### config.mk
export PLATFORM = sky130hd
export DESIGN_NAME = timer_alarm_sched_flat
export DESIGN_NICKNAME = d
export VERILOG_FILES = /design/src/rtl/timer_alarm_sched_pkg.sv /design/src/rtl/timer_alarm_sched_if.sv /design/src/rtl/timer_alarm_sched_rr_arbiter.sv /design/src/rtl/timer_alarm_sched.sv /design/src/flat_wrapper.sv
export SDC_FILE = /design/constraint.sdc
export NUM_CORES = 1
export LEC_CHECK = 0
export ABC_AREA = 0
export CAP_MARGIN = 10
export CORE_MARGIN = 1.5
export CORE_UTILIZATION = 45
export CTS_BUF_LIST = sky130_fd_sc_hd__clkbuf_2 sky130_fd_sc_hd__clkbuf_4 sky130_fd_sc_hd__clkbuf_8
export CTS_CLUSTER_DIAMETER = 120
export DETAILED_ROUTE_END_ITERATION = 8
export SLEW_MARGIN = 10
export SYNTH_ARGS = -nofsm -noshare
export SYNTH_HDL_FRONTEND = slang
export SYNTH_SLANG_ARGS = --single-unit
### constraint.sdc
create_clock -name clk -period 4.8 [get_ports clk]
set_clock_uncertainty 0.1 [all_clocks]
set_input_delay 1.2 -clock clk [delete_from_list [all_inputs] [get_ports clk]]
set_output_delay 1.2 -clock clk [all_outputs]
set_load 0.005 [all_outputs]
### src/rtl/timer_alarm_sched_pkg.sv
// rtl/timer_alarm_sched_pkg.sv - shared register map, channel state and read helper
package timer_alarm_sched_pkg;

  localparam int CH_W = 2;

  localparam logic [1:0] REG_CMP    = 2'd0;
  localparam logic [1:0] REG_PERIOD = 2'd1;
  localparam logic [1:0] REG_CTRL   = 2'd2;
  localparam logic [1:0] REG_STATUS = 2'd3;

  localparam int CTRL_EN       = 0;
  localparam int CTRL_PERIODIC = 1;
  localparam int STAT_PENDING  = 0;
  localparam int STAT_OVERRUN  = 1;

  typedef struct packed {
    logic [31:0] cmp;
    logic [31:0] period;
    logic        en;
    logic        periodic;
    logic        pending;
    logic        overrun;
  } ch_state_t;

  function automatic logic [31:0] read_reg(ch_state_t s, logic [1:0] r);
    case (r)
      REG_CMP:    return s.cmp;
      REG_PERIOD: return s.period;
      REG_CTRL:   return {30'b0, s.periodic, s.en};
      default:    return {30'b0, s.overrun, s.pending};
    endcase
  endfunction

endpackage

### src/rtl/timer_alarm_sched_if.sv
// rtl/timer_alarm_sched_if.sv - MMIO register bus plus shared interrupt handshake
interface timer_alarm_sched_if;
  import timer_alarm_sched_pkg::*;

  logic            sel;
  logic            we;
  logic            re;
  logic [3:0]      addr;
  logic [31:0]     wdata;
  logic [31:0]     rdata;
  logic            irq;
  logic [CH_W-1:0] irq_id;
  logic            irq_ack;

  modport master (
    output sel, we, re, addr, wdata, irq_ack,
    input  rdata, irq, irq_id
  );

  modport slave (
    input  sel, we, re, addr, wdata, irq_ack,
    output rdata, irq, irq_id
  );
endinterface

### src/rtl/timer_alarm_sched_rr_arbiter.sv
// rtl/timer_alarm_sched_rr_arbiter.sv - combinational round-robin grant over a request vector
module timer_alarm_sched_rr_arbiter
  import timer_alarm_sched_pkg::*;
#(
  parameter int N = 4
) (
  input  logic [N-1:0]    req,
  input  logic [CH_W-1:0] ptr,
  output logic [CH_W-1:0] grant,
  output logic            valid
);

  // Walk offsets from farthest to nearest so the request closest to ptr wins.
  always_comb begin
    grant = '0;
    valid = |req;
    for (int k = N - 1; k >= 0; k--) begin
      for (int j = 0; j < N; j++) begin
        if (j == (int'(ptr) + k) % N && req[j]) grant = CH_W'(j);
      end
    end
  end

endmodule

### src/rtl/timer_alarm_sched.sv
// rtl/timer_alarm_sched.sv - alarm channels on the ms timebase with shared round-robin irq
// Optional: TIMER_SCHED_OVERRUN_EN adds a sticky overrun flag in STATUS bit1.
module timer_alarm_sched
  import timer_alarm_sched_pkg::*;
#(
  parameter int NCH = 4
) (
  input  logic               clk,
  input  logic               rst,
  input  logic [31:0]        timer,
  timer_alarm_sched_if.slave bus
);

  ch_state_t       ch [NCH];
  logic [31:0]     timer_q;
  logic            tick;
  logic [NCH-1:0]  fire;
  logic [NCH-1:0]  pend_vec;
  logic [CH_W-1:0] rr;
  logic [CH_W-1:0] grant;
  logic [CH_W-1:0] rr_next;
  logic            grant_valid;
  logic            ack;
  logic            wr_en;
  logic [CH_W-1:0] wr_ch;
  logic [1:0]      wr_reg;
  logic [31:0]     rd_word;

  assign tick    = timer != timer_q;
  assign wr_en   = bus.sel && bus.we;
  assign wr_ch   = bus.addr[3:2];
  assign wr_reg  = bus.addr[1:0];
  assign ack     = bus.irq_ack && grant_valid;
  assign rr_next = (int'(grant) == NCH - 1) ? '0 : grant + CH_W'(1);

  always_comb begin
    fire     = '0;
    pend_vec = '0;
    rd_word  = '0;
    for (int i = 0; i < NCH; i++) begin
      fire[i]     = ch[i].en && tick && (timer == ch[i].cmp);
      pend_vec[i] = ch[i].pending;
      if (bus.addr[3:2] == CH_W'(i)) rd_word = read_reg(ch[i], bus.addr[1:0]);
    end
  end

  timer_alarm_sched_rr_arbiter #(.N(NCH)) u_arb (
    .req   (pend_vec),
    .ptr   (rr),
    .grant (grant),
    .valid (grant_valid)
  );

  assign bus.irq    = grant_valid;
  assign bus.irq_id = grant;

  always_ff @(posedge clk) begin
    if (rst) begin
      timer_q   <= '0;
      rr        <= '0;
      bus.rdata <= '0;
      for (int i = 0; i < NCH; i++) ch[i] <= '0;
    end else begin
      timer_q <= timer;
      if (ack) rr <= rr_next;
      if (bus.sel && bus.re) bus.rdata <= rd_word;
      for (int i = 0; i < NCH; i++) begin
        // Register writes override the fire's reload/auto-disable; fire still wins on pending.
        if (wr_en && wr_ch == CH_W'(i) && wr_reg == REG_CMP)
          ch[i].cmp <= bus.wdata;
        else if (fire[i] && ch[i].periodic && ch[i].period != '0)
          ch[i].cmp <= ch[i].cmp + ch[i].period;

        if (wr_en && wr_ch == CH_W'(i) && wr_reg == REG_PERIOD)
          ch[i].period <= bus.wdata;

        if (wr_en && wr_ch == CH_W'(i) && wr_reg == REG_CTRL) begin
          ch[i].en       <= bus.wdata[CTRL_EN];
          ch[i].periodic <= bus.wdata[CTRL_PERIODIC];
        end else if (fire[i] && !(ch[i].periodic && ch[i].period != '0)) begin
          ch[i].en <= 1'b0;
        end

        if (fire[i])
          ch[i].pending <= 1'b1;
        else if ((ack && grant == CH_W'(i)) ||
                 (wr_en && wr_ch == CH_W'(i) && wr_reg == REG_STATUS && bus.wdata[STAT_PENDING]))
          ch[i].pending <= 1'b0;

`ifdef TIMER_SCHED_OVERRUN_EN
        if (fire[i] && ch[i].pending)
          ch[i].overrun <= 1'b1;
        else if (wr_en && wr_ch == CH_W'(i) && wr_reg == REG_STATUS && bus.wdata[STAT_OVERRUN])
          ch[i].overrun <= 1'b0;
`else
        ch[i].overrun <= 1'b0;
`endif
      end
    end
  end

endmodule

### src/flat_wrapper.sv
// flat-port wrapper written by rule: the top's interface ports become plain ports
module timer_alarm_sched_flat import timer_alarm_sched_pkg::*;
#(
  parameter int NCH = 4
)
  (clk, rst, timer, bus_sel, bus_we, bus_re, bus_addr, bus_wdata, bus_irq_ack, bus_rdata, bus_irq, bus_irq_id);
  timer_alarm_sched_if bus_i ();
  input  logic clk;
  input  logic rst;
  input  logic [31:0] timer;
  input wire logic [$bits(bus_i.sel)-1:0] bus_sel;
  input wire logic [$bits(bus_i.we)-1:0] bus_we;
  input wire logic [$bits(bus_i.re)-1:0] bus_re;
  input wire logic [$bits(bus_i.addr)-1:0] bus_addr;
  input wire logic [$bits(bus_i.wdata)-1:0] bus_wdata;
  input wire logic [$bits(bus_i.irq_ack)-1:0] bus_irq_ack;
  output wire logic [$bits(bus_i.rdata)-1:0] bus_rdata;
  output wire logic [$bits(bus_i.irq)-1:0] bus_irq;
  output wire logic [$bits(bus_i.irq_id)-1:0] bus_irq_id;
  assign bus_i.sel = bus_sel;
  assign bus_i.we = bus_we;
  assign bus_i.re = bus_re;
  assign bus_i.addr = bus_addr;
  assign bus_i.wdata = bus_wdata;
  assign bus_i.irq_ack = bus_irq_ack;
  assign bus_rdata = bus_i.rdata;
  assign bus_irq = bus_i.irq;
  assign bus_irq_id = bus_i.irq_id;
  timer_alarm_sched #(.NCH(NCH)) u_core (.clk(clk), .rst(rst), .timer(timer), .bus(bus_i));
endmodule
==> impl_results.md, run 1 <==
- Final setup viols: 0
- Mapped Nets: around 2600
- Post-detail-place hpwl: 80700 um
- Slew margin rel.: 0.326
- Crit path kind: reg2reg
- Post-CTS setup buffer count: 0
- Achievable Freq: between 0.2 and 0.3 GHz
- Die width: ~230 um
- FP Rows: approximately 80
- Startpoint Class: flop
- Core area: between 50000 and 60000 um2
- Total number of vias: between 20000 and 25000
- Unique cell type count in the Yosys netlist: 81
- Clk_lat worst skew: between 0.7 and 0.8 ns
- Post-CTS Hold Buffers: 0
- Port bufs: roughly 110
- H-Tree Level Count: 2
- Crit end category: flop
- First-pass GRT wire length: 147000 um
- Number of global-route vias before repair: 19609
- Post-cts gate resize count: 0
- Syn_area_per_cell: ~9.5 um2
- Lkg Pwr: 0.0101 uW
- Core Util, Final: 0.525
- Crit path time final: 3.97 ns
- Final critical-path share of the clock period: 0.828
- DRT antenna net count: 0
- Synth warnings: 0
- Fin. Hold Viols: 0
- RSZ-0062 raised after global routing: false
- WP data arrival: ~4.3 ns
- CTS tree: done
- Tightest Pin Transition: between 1 and 1.5 ns
- Post-Synthesis Cells: between 2000 and 2500
- Clk root buf: clkbuf_8
- CP required: between 5 and 6 ns
- CP max FO: 4
- Pre-antenna DRT Iters: 5
- Status: completed
- Initial DRC Count: 2624
- Initial antenna violation count: 4
- Avg WL per Cell: around 32 um
- Min-delay worst type: reg2reg
- Fin Setup TNS: 0 ns
- P&R area growth vs syn: 14.7%
- Total power: about 8500 uW
- Initial core utilization: 0.458
- Post-synth EDFFs: between 200 and 300
- Sequential element share of the synthesized area: 0.406
- Max Slew Vio Count: 0
- Fraction of layout cells with a size suffix above 1: 0.0989
- CTS buffer count: a little over 60
- Maximum VDD drop: 232 uV
- Most common flop cell mapped by yosys: edfxtp_1
- GRT Overall Usage: 0.394
- Detail-routed via count per cell: 6.45
- # DRC: 0
- Asr flop ratio synth: 0
- Largest net degree at the start of global routing: 55
- Number of max-cap violations: 0
- Synth Register Bits: roughly 330
- Grt ovf: 0
- Num ports: roughly 110
- Final nets: approximately 2700
- Mapped cell area: between 20000 and 25000 um2
- CTS Buffer Depth: 3
- Placer Congestion: between 1 and 1.5
- Sink Count: approximately 330
- Chip height: 229 um
- Post-Route WL: approximately 100000 um
- Power per Cell Area: around 320 nW/um2
- Clock slew at reported path FFs: 0.06 ns
- Die area: 52600 um2
==> final timing paths <==
kind | startpoint | endpoint | slack, ns | depth (start not counted)
setup reg to reg | u_core.ch[0][4] | u_core.ch[0][66] | 0.83 | 11
setup / recovery | u_core.ch[0][4] | u_core.ch[0][66] | 0.83 | 11
hold / removal | u_core.bus.rdata[17] | u_core.bus.rdata[17] | 0.35 | 2
hold reg to reg | u_core.bus.rdata[17] | u_core.bus.rdata[17] | 0.35 | 2
==> area by class of cell <==
cell class,count,area (um2)
repair buffers,189,1730
multi-input cells,1896,12900
clock buffers,92,1150
fillers,4676,23900
diodes,4,10.0
flip-flops and latches,334,9370
well taps,672,841
inverters,54,205
clock inverters,23,208
==> Yosys cell counts, types with 7 or more instances <==
library cell | instances | area (um2)
xnor2_1 | 99 | 867
buf_1 | 9 | 33.8
a21o_1 | 62 | 465
o211ai_1 | 9 | 67.6
nor2_1 | 108 | 405
or2_2 | 9 | 56.3
o21ai_1 | 27 | 135
o21bai_1 | 22 | 165
a221oi_1 | 7 | 61.3
o31ai_1 | 10 | 75.1
a211oi_1 | 14 | 105
o21ai_2 | 8 | 70.1
a31oi_1 | 20 | 125
clkbuf_1 | 89 | 334
edfxtp_1 | 268 | 8050
nor3_1 | 38 | 190
dfxtp_1 | 66 | 1320
a22oi_1 | 27 | 203
o221ai_1 | 17 | 149
o21ai_0 | 180 | 901
nand2_1 | 271 | 1020
mux2i_1 | 53 | 531
a21oi_1 | 145 | 726
buf_2 | 25 | 125
mux4_2 | 17 | 383
nand2b_1 | 15 | 93.8
ha_1 | 128 | 1600
nand4_1 | 33 | 206
and3_1 | 17 | 106
nor4_1 | 61 | 382
o21a_1 | 16 | 120
a22o_1 | 10 | 87.6
buf_6 | 7 | 78.8
and2_1 | 138 | 863
nor2b_1 | 40 | 250
xor2_1 | 168 | 1470
nand3_1 | 45 | 225
inv_1 | 52 | 195
==> critical path, cell delays in order, from the launching register on <==
cell and delay [ns]:
edfxtp_1 0.62, ha_1 0.41, a211oi_1 0.22, o21ai_0 0.21, o22ai_1 0.27, o21ai_0 0.29, a21oi_1 0.45, a21oi_1 0.18
or4_1 0.44, a31oi_1 0.29, xnor2_1 0.16, o21ai_1 0.07
==> metrics by stage <==
stage / setup slack [ns] / instance area, um2 / hold slack [ns] / std cells
6_report: 0.826 / 26500 / 0.351 / 3264
5_1_grt: 0.678 / 26400 / 0.380 / 3260
4_1_cts: 0.870 / 26400 / 0.356 / 3260
3_5_place_dp: 0.255 / 25100 / 0.348 / 3145
3_3_place_gp: 0.217 / 25100 / 0.346 / 3145
2_1_floorplan: 0.533 / 23100 / 0.348 / 2419
==> registers in the layout, summed over array words and instances (netlist names) <==
register and count:
u_core.ch 268, u_core.timer_q 32, u_core.rr 2, u_core.bus.rdata 32
==> power by group <==
group / switching [uW] / internal [uW]
clock: 1350 / 1710
sequential: 317 / 3290
combinational: 1080 / 714
==> metal layers <==
metal | global-route usage | vias up | wire [um]
li1 | - | 9099 | -
met1 | 0.530 | 10257 | 42500
met2 | 0.583 | 1371 | 44500
met3 | 0.0941 | 312 | 11500
met4 | 0.213 | 4 | 6470
met5 | 0 | - | 26
==> cell families after synthesis <==
| family | after synthesis | synth area share |
|---|---|---|
| AND/OR/NAND/NOR | 796 | 0.172 |
| buffers and inverters | 189 | 0.0353 |
| XOR/XNOR | 267 | 0.101 |
| multiplexers | 71 | 0.0401 |
| adder cells (fa/ha/maj) | 132 | 0.0729 |
| flip-flops | 334 | 0.406 |
| AO/OA/AOI/OAI | 630 | 0.172 |
==> cell usage in the layout (no fill, tap or decap), types with 20 or more instances in the layout <==
cell,instances
mux2i_1,53
a22oi_1,27
buf_4,79
xor2_1,168
clkbuf_8,74
o21bai_1,21
xnor2_1,99
o21ai_1,27
nor3_1,30
nor2b_1,40
edfxtp_1,268
dfxtp_1,66
a31oi_1,20
ha_1,128
nand2_1,271
clkdlybuf4s50_1,103
and2_1,138
o21ai_0,180
nand3_1,45
a21oi_1,145
a21o_1,62
nor2_1,108
nor4_1,61
nand4_1,33
inv_1,52
(Power assumes the default switching activity.)
==> run 2, diff against run 1 <==
- clock period: 4.8 -> 3.9 ns (I/O delays scaled with it)
==> run 2 against run 1 <==
Against the previous run:
- register-to-register slack worse by 0.75 ns
- first-iteration DRC count fell by 2.6%
- sequential power rose by 22%
- die area is the same
- cell count is 2.7% higher
- via count grew 0.90%
- sequential share of layout area is 1.0 points lower
- wire length down 0.42%
- global-route usage about the same
- sequential cell count unchanged
- hold slack gained 0.0030 ns
- critical endpoint is now u_core.ch[3][64]
- largest power group unchanged
==> impl_results.md, run 2 (synthesis results as in run 1) <==
- CP cell instances: ha_1 -> a211oi_1 -> o21ai_0 -> o211a_1 -> a221o_1 -> a21boi_0 -> o41ai_1 -> a31oi_1 -> o21ai_1 -> xnor2_1 -> o21ai_0
- Clock slew at reported path FFs: 0.06 ns (about the same)
- Slowest cell on crit path: a21boi_0
- Most common cell after layout, fill and taps aside: nand2_1
- CTS tree: done
- CP most frequent cell: o21ai_0
- Crit path kind: reg2reg
- WP data arrival: 4.13 ns (-0.19 ns)
- Reg2reg path depth: 11 (unchanged)
- DRT antenna net count: 0 (unchanged)
- Sink Count: 334 (unchanged)
- CP max FO: 4 (unchanged)
- Slowest stage delay, CP: 0.59 ns (-0.03 ns)
- Clk root buf: clkbuf_8
- Post-CTS setup buffer count: 0 (unchanged)
- FP Rows: 82 (unchanged)
- Post-detail-place hpwl: 82700 um (+2.6%)
- Post-cts gate resize count: 0 (unchanged)
- Post-Route WL: 105000 um (-0.42%)
- Final critical-path share of the clock period: 0.980 (+0.152)
- Port bufs: 108 (unchanged)
- Initial antenna violation count: 6 (+2)
- RSZ-0062 raised after global routing: false
- # DRC: 0 (unchanged)
- Fill count: 4592 (-1.8%)
- Die area: 52600 um2 (unchanged)
- Tightest Pin Transition: 1.02 ns (+0.0106 ns)
- Fraction of layout cells with a size suffix above 1: 0.128 (+0.0294)
- Initial DRC Count: 2557 (-2.6%)
- Slew margin rel.: 0.315 (-0.0112)
- Startpoint Class: flop
- Max Slew Vio Count: 0 (unchanged)
- P&R area growth vs syn: 18.1%
- Maximum VDD drop: 248 uV (+7.1%)
- Clk_lat worst skew: 0.67 ns (-0.04 ns)
- Pre-antenna DRT Iters: 5 (unchanged)
- Total number of vias: 21232 (+0.90%)
- Post-DP Area: 25900 um2 (+3.2%)
- Chip height: 229 um (unchanged)
- Status: completed
- Fin Setup TNS: 0 ns (unchanged)
- Worst reg2reg path startpoint: u_core.ch[3][4]
- Num ports: 109 (unchanged)
- Final setup viols: 0 (unchanged)
- CTS buffer count: 66 (+8.2%)
- Final nets: 2841 (+3.6%)
- Worst hold path depth: 2 (unchanged)
- Largest register FFs: 268 (unchanged)
- CP required: 4.21 ns (-0.94 ns)
- Placer Congestion: 1.06 (+1.1%)
- Die width: 229 um (unchanged)
- Initial core utilization: 0.458 (unchanged)
- Detail-routed via count per cell: 6.33 (-1.8%)
- Finished layout cell area: 27200 um2 (+2.9%)
- Achievable Freq: 0.262 GHz (+4.0%)
- Number of max-cap violations: 0 (unchanged)
- Smallest hold slack: 0.354 ns (+0.00295 ns)
- Crit end category: flop
- Min-delay worst type: reg2reg
- Fin. Hold Viols: 0 (unchanged)
- Core area: 50400 um2 (unchanged)
- Total power: 10400 uW (+23%)
- Crit path time final: 3.82 ns (-0.151 ns)
- Top reg by flops: u_core.ch
- Largest net degree at the start of global routing: 62 (+13%)
- H-Tree Level Count: 3 (+1)
- Setup crit start: u_core.ch[3][4]
- Grt ovf: 0 (unchanged)
- GRT Overall Usage: 0.394 (about the same)
- Post-CTS Hold Buffers: 0 (unchanged)
- First-pass GRT wire length: 147000 um (about the same)
- Lkg Pwr: 0.0106 uW (+4.6%)
- Number of global-route vias before repair: 19858 (+1.3%)
- Power per Cell Area: 383 nW/um2 (+20%)
- Top flop regs: u_core.ch x268, u_core.bus.rdata x32, u_core.timer_q x32
- Startpoint of the worst hold path: u_core.bus.rdata[13]
- CTS Buffer Depth: 3 (unchanged)
- Avg WL per Cell: 31.2 um (-3.1%)
- Core Util, Final: 0.541 (+0.0154)
- Most frequent cells in the layout: 270 x nand2_1, 268 x edfxtp_1, 180 x o21ai_0
==> run 2: changes by cell type in the layout (fill, tap and decap cells not counted), sizes merged <==
cell	previous run	this run
clkbuf	92	93
diode	4	1
inv	57	55
buf	86	180
clkinv	17	14
clkinvlp	0	3
bufinv	3	2
==> run 2: layer usage <==
layer | GRT usage | part of all wire | routed length, um | up-vias
li1 | - | - | - | 9302
met1 | 0.526 | 0.40 | 42200 | 10374
met2 | 0.604 | 0.44 | 45900 | 1281
met3 | 0.0817 | 0.097 | 10100 | 269
met4 | 0.204 | 0.060 | 6300 | 6
met5 | 0 | 0.00040 | 42 | -
==> run 2: final timing paths <==
kind	slack, ns	end
min reg2reg	0.35	u_core.bus.rdata[13]
max reg2reg	0.08	u_core.ch[3][64]
max	0.08	u_core.ch[3][64]
min	0.35	u_core.bus.rdata[13]
==> run 2: cell type report <==
type	count	area, um2	area share
Inverter	54	205	0.00753
Antenna cell	1	2.50	0.0000919
Tap cell	672	841	0.0309
Multi-Input combinational cell	1896	12900	0.475
Clock buffer	93	1150	0.0424
Timing Repair Buffer	283	2560	0.0942
Sequential cell	334	9370	0.344
Clock inverter	20	160	0.00588
==> run 2: metrics by stage <==
| step | instances | setup WS [ns] |
|---|---|---|
| global placement | 3238 | -0.368 |
| CTS | 3351 | 0.183 |
| global route | 3352 | 0.0151 |
| floorplan | 2419 | 0.0691 |
| finish | 3353 | 0.0773 |
| detailed placement | 3238 | -0.339 |
==> run 2: worst max-delay path, delay by kind of cell (launching register included) <==
family	cells	cell delay [ns]
AO/OA/AOI/OAI	9	2.45
flip-flops	1	0.53
adder cells (fa/ha/maj)	1	0.37
XOR/XNOR	1	0.14
==> run 2: where the power goes <==
part	internal, uW	switching (uW)	total (uW)
clock	2040	1660	3700
sequential	4050	346	4400
combinational	954	1370	2320
total	7050	3380	10400
==> run 3, diff against run 2 <==
- CAP_MARGIN: 10 -> 20
- CORE_UTILIZATION: 45 -> 55
- PLACE_DENSITY: unset -> 0.74
==> run 3 against run 2 <==
Against the previous run:
- maximum frequency up 0.14%
- sequential cell count unchanged
- sequential power about the same
- register-to-register slack about the same
- hold slack better by 0.0057 ns
- global-route usage up 6.9 points
- worst setup slack better by 0.0052 ns
- sequential share of layout area up 0.51 points
- critical endpoint is now u_core.ch[2][66]
- largest power group unchanged
- highest routed layer unchanged
==> impl_results.md, run 3 (synthesis results as in run 1) <==
- Pre-antenna DRT Iters: 8 (+3)
- Max Slew Vio Count: 0 (unchanged)
- CTS buffer count: 58 (-12%)
- P_sw: 3340 uW (-1.1%)
- Startpoint Class: flop
- Most frequent cells in the layout: 270 x nand2_1, 268 x edfxtp_1, 180 x o21ai_0
- Avg WL per Cell: 31.7 um (+1.6%)
- Fraction of layout cells with a size suffix above 1: 0.121 (-0.00698)
- # DRC: 0 (unchanged)
- Final critical-path share of the clock period: 0.979 (-0.00134)
- Post-Route WL: 101000 um (-3.1%)
- Sw Share: 0.327 (+0.00285)
- P&R area growth vs syn: 16.3%
- Detail-routed via count per cell: 6.82 (+7.7%)
- Worst hold path depth: 2 (unchanged)
- DRT antenna net count: 0 (unchanged)
- Initial core utilization: 0.561 (+0.103)
- Lkg Pwr: 0.0105 uW (-1.1%)
- Crit end category: flop
- Die width: 208 um (-9.4%)
- Tightest Pin Transition: 1.18 ns (+0.157 ns)
- Largest net degree at the start of global routing: 48 (-23%)
- Core area: 41100 um2 (-18%)
- Most common cell after layout, fill and taps aside: nand2_1
- CP required: 4.25 ns (+0.04 ns)
- Num ports: 109 (unchanged)
- Final Non-Filler Cells: 3198 (-4.6%)
- RSZ-0062 raised after global routing: false
- Sink Count: 334 (unchanged)
- Maximum VDD drop: 321 uV (+29%)
- GRT Overall Usage: 0.464 (+0.0693)
- Worst R2R Setup Slack: 0.08 ns (about the same)
- Total number of vias: 21804 (+2.7%)
- Port bufs: 108 (unchanged)
- CTS Buffer Depth: 3 (unchanged)
- First-pass GRT wire length: 144000 um (-2.7%)
- Post-DP Area: 25600 um2 (-1.2%)
- CP max FO: 5 (+1)
- Finished layout cell area: 26800 um2 (-1.5%)
- Power per Cell Area: 381 nW/um2 (-0.49%)
- Top reg by flops: u_core.ch
- Initial antenna violation count: 3 (-3)
- Post-detail-place hpwl: 79200 um (-4.2%)
- Achievable Freq: 0.262 GHz (+0.14%)
- Fin. Hold Viols: 0 (unchanged)
- Placed insts: 3082 (-4.8%)
- Fin Setup TNS: 0 ns (unchanged)
- Number of global-route vias before repair: 20421 (+2.8%)
- Min-delay worst type: reg2reg
- Crit path kind: reg2reg
- P_int: 6880 uW (-2.4%)
- Largest register FFs: 268 (unchanged)
- Final setup viols: 0 (unchanged)
- Slew margin rel.: 0.210 (-0.105)
- RR Endpoint: u_core.ch[2][66]
- Comb power frac: 0.226 (+0.003)
- Clk pwr share: 0.343 (-0.012)
- Reg2reg path depth: 12 (+1)
- CTS tree: done
- Worst reg2reg path startpoint: u_core.ch[2][6]
- FP Rows: 74 (-9.8%)
- Clk root buf: clkbuf_8
- Sequential power share: 0.431 (+0.009)
- Final nets: 2817 (-0.84%)
- Clock slew at reported path FFs: 0.06 ns (about the same)
- Number of max-cap violations: 0 (unchanged)
- Clk_lat worst skew: 0.71 ns (+0.04 ns)
- Smallest hold slack: 0.359 ns (+0.00570 ns)
- Post-cts gate resize count: 0 (unchanged)
- Grt ovf: 0 (unchanged)
- Chip height: 208 um (-9.4%)
- Placer Congestion: 1.08 (+1.6%)
- WHS Endpoint: u_core.bus.rdata[18]
- Status: completed
- Startpoint of the worst hold path: u_core.bus.rdata[18]
- Top flop regs: u_core.ch x268, u_core.bus.rdata x32, u_core.timer_q x32
- Crit path time final: 3.82 ns (-0.00521 ns)
- Die area: 43200 um2 (-18%)
- H-Tree Level Count: 2 (-1)
- WP data arrival: 4.17 ns (+0.04 ns)
- Initial DRC Count: 3238 (+27%)
run 3: changes by cell type in the layout (fill, tap and decap cells not counted), moves of 2 or more:
| cell | delta |
|---|---|
| clkbuf_8 | -9 |
| clkinv_2 | +9 |
| clkbuf_4 | -3 |
| clkinv_1 | +2 |
| clkinvlp_4 | -2 |
| buf_4 | -14 |
| buf_12 | -3 |
| diode_2 | +4 |
run 3: routing by layer:
metal  wire length (um)  GRT usage  vias up
met2              42000      0.669     1741
met1              37900      0.608    10427
met5                 12    0.00667        -
li1                   -          -     9270
met3              13500      0.122      364
met4               7920      0.322        2
run 3: power by group through the flow:
stage          clock network [uW]  logic (uW)  registers, uW
5_1_grt                      3640        2440           4390
3_3_place_gp                    0        2180           4440
3_5_place_dp                    0        2210           4450
4_1_cts                      3510        2230           4370
6_report                     3510        2310           4410
2_1_floorplan                   0        1430           4250
run 3: cell type report:
cell class	instances	area (um2)
multi-input cells	1896	12900
flip-flops and latches	334	9370
fillers	3377	14300
clock inverters	29	226
diodes	5	12.5
inverters	54	205
well taps	532	666
clock buffers	81	1010
repair buffers	267	2410
run 3: how the worst max path moves through the flow:
stage               startpoint          endpoint  slack, ns
2_1_floorplan      bus_addr[2]  u_core.ch[1][10]       0.07
3_3_place_gp         timer[11]  u_core.ch[0][63]      -0.34
3_5_place_dp         timer[11]  u_core.ch[0][38]      -0.26
4_1_cts        u_core.ch[1][4]  u_core.ch[1][62]       0.11
5_1_grt        u_core.ch[2][6]  u_core.ch[2][66]       0.01
6_report       u_core.ch[2][6]  u_core.ch[2][66]       0.08
run 3: through the flow:
step | util | setup WS [ns] | power, uW
2_1_floorplan | - | 0.0691 | 5680
3_3_place_gp | 0.622 | -0.336 | 6620
3_5_place_dp | 0.622 | -0.259 | 6660
4_1_cts | 0.652 | 0.108 | 10100
5_1_grt | 0.653 | 0.0117 | 10500
6_report | 0.653 | 0.0826 | 10200
run 3: what timing repair did:
action / in CTS / in global routing
setup endpoints to repair: 0 / 2
hold endpoints to repair: 0 / 0
buffers inserted: 0 / 1
hold buffers: 0 / 0
run 3: critical path, stage by stage, from the launching register on:
cell,delay [ns]
edfxtp_1,0.50
ha_1,0.41
a21o_1,0.20
a21oi_1,0.17
nor4b_2,0.37
o211ai_1,0.36
nand2_1,0.20
a41oi_1,0.25
a21o_1,0.29
a221oi_1,0.35
buf_4,0.20
xnor2_1,0.11
o21ai_1,0.08
